--- config.mk ---
export PLATFORM = sky130hd
export DESIGN_NAME = store_narrow
export DESIGN_NICKNAME = d
export VERILOG_FILES = /design/src/rtl/store_narrow.sv
export SDC_FILE = /design/constraint.sdc
export NUM_CORES = 1
export LEC_CHECK = 0
export ABC_AREA = 1
export BUFFER_PORTS_ARGS = -buffer_cell sky130_fd_sc_hd__buf_2
export CAP_MARGIN = 20
export CORE_ASPECT_RATIO = 1.5
export CORE_UTILIZATION = 50
export CTS_BUF_LIST = sky130_fd_sc_hd__clkbuf_16
export CTS_CLUSTER_SIZE = 28
export DETAILED_ROUTE_END_ITERATION = 16
export PLACE_DENSITY = 0.82
export RECOVER_POWER = 25
export SLEW_MARGIN = 5
export SYNTH_ARGS = -nofsm -noshare
export SYNTH_HDL_FRONTEND = slang
export SYNTH_SLANG_ARGS = --single-unit
--- constraint.sdc ---
create_clock -name clk -period 3.8 [get_ports clk]
set_input_delay 0.95 -clock clk [delete_from_list [all_inputs] [get_ports clk]]
set_output_delay 0.95 -clock clk [all_outputs]
set_load 0.01 [all_outputs]
--- src/rtl/store_narrow.sv ---
// Store-path narrowing unit: turns a 32-bit register value, byte address and access size
// into lane-replicated write data and byte enables for the data memory port. The computed
// request is held in a 2-entry valid/ready buffer, so the outputs come only from registers.
// Optional build macro STORE_OVF_CHECK_EN adds the signed-range overflow flag. When it is
// undefined, out_ovf is tied to 0.
module store_narrow #(
  parameter int unsigned ADDR_W     = 32,
  parameter bit          BIG_ENDIAN = 1'b0
) (
  input  logic              clk,
  input  logic              rst,
  input  logic              in_valid,
  output logic              in_ready,
  input  logic [31:0]       in_data,
  input  logic [ADDR_W-1:0] in_addr,
  input  logic [1:0]        in_size,
  output logic              out_valid,
  input  logic              out_ready,
  output logic [ADDR_W-1:0] out_addr,
  output logic [31:0]       out_wdata,
  output logic [3:0]        out_be,
  output logic              out_misalign,
  output logic              out_ovf
);

  logic [1:0]        lane;
  logic [ADDR_W-1:0] addr_c;
  logic [31:0]       wdata_c;
  logic [3:0]        be_c;
  logic              mis_c;
  logic              ovf_c;

  logic [ADDR_W-1:0] addr_q  [2];
  logic [31:0]       wdata_q [2];
  logic [3:0]        be_q    [2];
  logic              mis_q   [2];
  logic              ovf_q   [2];
  logic [1:0]        count_q;
  logic              wr_ptr_q;
  logic              rd_ptr_q;

  logic accept;
  logic drain;

  assign lane = in_addr[1:0];

  // Word-aligned address: clear the two byte-offset bits.
  always_comb begin
    addr_c       = in_addr;
    addr_c[1:0]  = 2'b00;
  end

  // Lane replication and byte-enable decode. Misaligned or reserved-size requests carry
  // no enables and no data.
  always_comb begin
    wdata_c = 32'h0;
    be_c    = 4'b0000;
    mis_c   = 1'b0;
    unique case (in_size)
      2'b00: begin
        wdata_c = {4{in_data[7:0]}};
        be_c    = BIG_ENDIAN ? (4'b1000 >> lane) : (4'b0001 << lane);
      end
      2'b01: begin
        if (lane[0]) begin
          mis_c = 1'b1;
        end else begin
          wdata_c = {2{in_data[15:0]}};
          if (BIG_ENDIAN) be_c = lane[1] ? 4'b0011 : 4'b1100;
          else            be_c = lane[1] ? 4'b1100 : 4'b0011;
        end
      end
      2'b10: begin
        if (lane != 2'b00) begin
          mis_c = 1'b1;
        end else begin
          wdata_c = in_data;
          be_c    = 4'b1111;
        end
      end
      default: mis_c = 1'b1;
    endcase
  end

`ifdef STORE_OVF_CHECK_EN
  logic byte_fits;
  logic half_fits;

  // A value fits when every bit from the narrowed sign bit upward is equal.
  always_comb begin
    byte_fits = (&in_data[31:7]) | ~(|in_data[31:7]);
    half_fits = (&in_data[31:15]) | ~(|in_data[31:15]);
    ovf_c     = 1'b0;
    if (!mis_c) begin
      if (in_size == 2'b00)      ovf_c = ~byte_fits;
      else if (in_size == 2'b01) ovf_c = ~half_fits;
    end
  end
`else
  assign ovf_c = 1'b0;
`endif

  assign in_ready  = (count_q != 2'd2) && !rst;
  assign out_valid = (count_q != 2'd0);
  assign accept    = in_valid && in_ready;
  assign drain     = out_valid && out_ready;

  // Buffer state: entries, pointers and occupancy. Reset discards everything.
  always_ff @(posedge clk) begin
    if (rst) begin
      for (int i = 0; i < 2; i++) begin
        addr_q[i]  <= '0;
        wdata_q[i] <= 32'h0;
        be_q[i]    <= 4'b0000;
        mis_q[i]   <= 1'b0;
        ovf_q[i]   <= 1'b0;
      end
      count_q  <= 2'd0;
      wr_ptr_q <= 1'b0;
      rd_ptr_q <= 1'b0;
    end else begin
      if (accept) begin
        addr_q[wr_ptr_q]  <= addr_c;
        wdata_q[wr_ptr_q] <= wdata_c;
        be_q[wr_ptr_q]    <= be_c;
        mis_q[wr_ptr_q]   <= mis_c;
        ovf_q[wr_ptr_q]   <= ovf_c;
        wr_ptr_q          <= ~wr_ptr_q;
      end
      if (drain) begin
        rd_ptr_q <= ~rd_ptr_q;
      end
      unique case ({accept, drain})
        2'b10:   count_q <= count_q + 2'd1;
        2'b01:   count_q <= count_q - 2'd1;
        default: count_q <= count_q;
      endcase
    end
  end

  assign out_addr     = addr_q[rd_ptr_q];
  assign out_wdata    = wdata_q[rd_ptr_q];
  assign out_be       = be_q[rd_ptr_q];
  assign out_misalign = mis_q[rd_ptr_q];
  assign out_ovf      = ovf_q[rd_ptr_q];

endmodule

=== After elaboration in Yosys (flattened, before gate mapping) ===
Memories as Yosys holds them, arrays and structs flattened. A register that Yosys moved wholly into a read port is not among the register bits.
Cells that the tools add are included.

* Flip-flop bits (word level): 4
* Latch bits: 0
* Memory bits (writable): 134
* Memory bits (read-only): 0
* Input port bits: 70
* Output and inout bits: 72
* Logic and storage cells: 65
* Memories: 4

* Add/subtract/negate cells: 2
* $mul: 0
* Div/mod/pow operators: 0
* $lt $le $gt $ge: 0
* Eq/ne operators: 5
* Shifts and indexed selects: 1
* Multiplexer cells: 36
* Bitwise operators: 2
* Reductions and logical operators: 12

{| class="wikitable"
|+ Memory list
! memory !! depth !! width !! rd ports !! clocked after memory_dff !! wr ports !! line !! RTL
|-
| wdata_q || 2 || 32 || 1 || 1 || 2 || 34 || <nowiki>logic [31:0] wdata_q [2];</nowiki>
|-
| addr_q || 2 || 30 || 1 || 1 || 2 || 33 || <nowiki>logic [ADDR_W-1:0] addr_q [2];</nowiki>
|-
| be_q || 2 || 4 || 1 || 1 || 2 || 35 || <nowiki>logic [3:0] be_q [2];</nowiki>
|-
| mis_q || 2 || 1 || 1 || 1 || 2 || 36 || <nowiki>logic mis_q [2];</nowiki>
|}

{| class="wikitable"
|+ Operator list
! kind !! number
|-
| two-way mux 32 bit || 3
|-
| one-hot mux 32 bit (3 select lines) || 1
|-
| OR reduction 32 bit || 1
|-
| two-way mux 30 bit || 1
|-
| OR reduction 30 bit || 1
|-
| two-way mux 1 bit || 24
|-
| two-way mux 4 bit || 4
|-
| one-hot mux 4 bit (3 select lines) || 1
|-
| nonzero test 2 bit || 3
|-
| equality test 2 x 1 -> 1 bit, second input constant || 2
|-
| equality test 2 bit, second input constant || 2
|-
| one-hot mux 2 bit (2 select lines) || 1
|-
| OR reduction 4 bit || 1
|-
| left shift 1 x 2 -> 4 bit, first input constant || 1
|-
| logical AND 1 bit || 3
|-
| one-hot mux 1 bit (3 select lines) || 1
|-
| adder 2 x 1 -> 2 bit, second input constant || 1
|-
| logical NOT 2 bit || 1
|-
| inequality test 2 bit, second input constant || 1
|-
| NOT 1 bit || 2
|-
| subtractor 2 x 1 -> 2 bit, second input constant || 1
|-
| logical NOT 1 bit || 1
|-
| OR reduction 1 bit || 1
|}

=== Depth between registers and ports, before layout ===
* Word-level depth: 8
* Depth in mapped cells: 9
* Mapped depth without buffers: 9

=== Worst setup path before layout ===
No wires, ideal clock.

* Path kind: input port to flip-flop
* From: input port rst
* To: memory addr_q[0][0] in the netlist's numbering, enable pin
* Library setup time: 427 ps
* Arrival: 3021 ps
* Required time: 3373 ps
* Slack: 352 ps
* Stages on the path: 5
* Buffers on the path: 2
* Path through: inv_1 > nand4_4 > buf_6 > buf_6 > nand2_1

{| class="wikitable"
|+ RTL lines
! what !! line !! RTL
|-
| from (decl) || 11 || <nowiki>input logic rst,</nowiki>
|-
| to (decl) || 33 ||
|}

==> flow_summary.json <==
{
  "hold_viol": 0,
  "worstSetupPathType": "reg2out",
  "worst_setup_path_end_kind": "primary output",
  "rsz0062_at_grt": "no",
  "fp.dieW_um": 95.5,
  "maxSlewViolCount": 0,
  "drv_cap": 0,
  "globalplace.congestion": 0.821,
  "met2_length_um": 7660,
  "cp_data_arrival_time_ps": 1840,
  "fin_skew_ps": 6.51,
  "synth_seq_cells": 139,
  "power_density_nw_per_um2": 503,
  "cts_hold_buffers": 0,
  "drt_iter0_markers": 212,
  "root_buffer": "clkbuf_16",
  "cts_resized": 0,
  "cts.sinks": 139,
  "dr_wl_met3_um": 595,
  "drive_above_1_share_pct": 33.1,
  "period_minus_slack_ps": 2790,
  "port_buffers": 138,
  "setup_viol": 0,
  "gr-total-overflow": 0,
  "start_util_pct": 51.9,
  "instances_no_fill": 897,
  "ys_types": 22,
  "ir_worst_vdd_mv": 0.302,
  "dieArea_um2": 13600,
  "syn_to_final_growth_pct": 18.9,
  "finalNetCount": 799,
  "syn-instance-count": 596,
  "hold_path.class": "reg2reg",
  "synth_warnings": 0,
  "worst_pin_slew_ps": 1490,
  "relSlewSlack_pct": 0.684,
  "antenna_found_initial": 0,
  "totalWireLength_um": 14300,
  "dpl.hpwl_um": 9180,
  "drc": 0,
  "required_ps": 2850,
  "grt_pass1_wl_um": 22700,
  "avgSynthCellArea_um2": 11.0,
  "firstDrtPassIters": 7,
  "clk_latency_ps": 410,
  "cts_setup_buffers": 0,
  "max_freq_ghz": 0.359,
  "start_kind": "flip-flop",
  "detail_route.wl_per_cell_um": 15.9,
  "run_status": "finished clean",
  "clockBufferDepth": 2,
  "grt_max_degree": 69,
  "antenna_left": 0,
  "num_vias": 4638,
  "worst-path-max-fanout": 58,
  "cts_max_level": 4,
  "vias_per_cell": 5.17,
  "cts_buffers": 17,
  "power.leakage_uw": 0.00347,
  "period_share_pct": 73.3,
  "boundaryPins": 142,
  "ys_seq_area_share_pct": 62.9,
  "rows": 50,
  "dp_cells": 865,
  "grt_usage_pct": 22.4,
  "core_area_um2": 12600,
  "fp.dieH_um": 142,
  "grt_pass1_vias": 4807,
  "path_clk_slew_ps": 60,
  "layout_commonest_cell": "nor2_1",
  "fin_setup_tns_ps": 0,
  "cts_tree": "done",
  "top_layer": "met4",
  "final_cell_mix": "nor2_1 (168), buf_2 (137), edfxtp_1 (134)",
  "met1_length_um": 5510,
  "antenna_cells": 0,
  "syn-cell-area_um2": 6560
}
final cells by class:
| class | count | area [um2] |
|---|---|---|
| clock inverter | 15 | 109 |
| multi-input combinational | 366 | 1990 |
| fill | 1039 | 4840 |
| tap | 156 | 195 |
| timing repair buffer | 141 | 719 |
| clock buffer | 17 | 425 |
| sequential | 139 | 4130 |
| inverter | 63 | 236 |
metrics by stage:
stage          instance area (um2)  setup slack (ps)  total power [uW]  util (%)  hold slack (ps)
5_1_grt                       7800               920              4080      61.7              581
3_5_place_dp                  7300              1060              2480      57.8              526
6_report                      7800              1010              3920      61.7              539
2_1_floorplan                 6570               352              2260         -              467
3_3_place_gp                  7300              1150              2460      57.8              483
4_1_cts                       7830               979              3960      62.0              540
synth_stat cells:
| master | number | area [um2] |
|---|---|---|
| a21oi_1 | 21 | 105 |
| buf_2 | 17 | 85.1 |
| buf_4 | 7 | 52.6 |
| buf_6 | 6 | 67.6 |
| conb_1 | 1 | 3.75 |
| dfxtp_1 | 5 | 100 |
| edfxtp_1 | 134 | 4020 |
| ha_1 | 1 | 12.5 |
| inv_1 | 62 | 233 |
| inv_2 | 1 | 3.75 |
| mux2_2 | 67 | 754 |
| nand2_1 | 82 | 308 |
| nand2_2 | 3 | 18.8 |
| nand2_4 | 1 | 11.3 |
| nand3_1 | 12 | 60.1 |
| nand4_1 | 1 | 6.26 |
| nand4_4 | 2 | 42.5 |
| nor2_1 | 168 | 631 |
| nor2_4 | 2 | 22.5 |
| o21a_1 | 1 | 7.51 |
| o21ai_0 | 1 | 5.00 |
| or2_2 | 1 | 6.26 |
critical path, cell delays in order (launching register included):
cell and delay, ps:
dfxtp_2 500, buf_12 340, mux2_2 410, buf_2 150
worst paths after layout:
| kind | to | slack (ps) | from | depth (start not counted) |
|---|---|---|---|---|
| max | out_wdata[5] | 1010 | flip-flop | 3 |
| min | flip-flop | 540 | rd_ptr_q | 3 |
| max reg2reg | be_q[1][3] | 1490 | count_q[1] | 6 |
| min reg2reg | flip-flop | 540 | rd_ptr_q | 3 |
layer usage:
layer / global-route usage, % / up-vias
li1: - / 2221
met1: 24.0 / 2217
met2: 40.6 / 167
met3: 4.75 / 33
met4: 11.6 / 0
met5: 0 / -
sequential cells by signal, summed over array words and instances, names as in the netlist, named ones only:
| name | flops |
|---|---|
| addr_q | 60 |
| mis_q | 2 |
| be_q | 8 |
| count_q | 2 |
| wdata_q | 64 |
| wr_ptr_q | 1 |
| rd_ptr_q | 1 |
power by group:
group	total (uW)	switching [uW]	internal [uW]
Sequential	1840	37.2	1800
Clock	1480	601	883
Combinational	601	348	252
logic make-up (layout without fill, tap and decap cells):
logic type | Yosys count | count (layout) | synth area share, %
AO/OA/AOI/OAI | 23 | 23 | 1.79
adder cells (fa/ha/maj) | 1 | 1 | 0.191
buffers and inverters | 93 | 236 | 6.73
flip-flops | 139 | 139 | 62.9
multiplexers | 67 | 67 | 11.5
other | 1 | 3 | 0.0572
AND/OR/NAND/NOR | 272 | 272 | 16.9
Note: power is estimated with default switching activity, not from simulation.
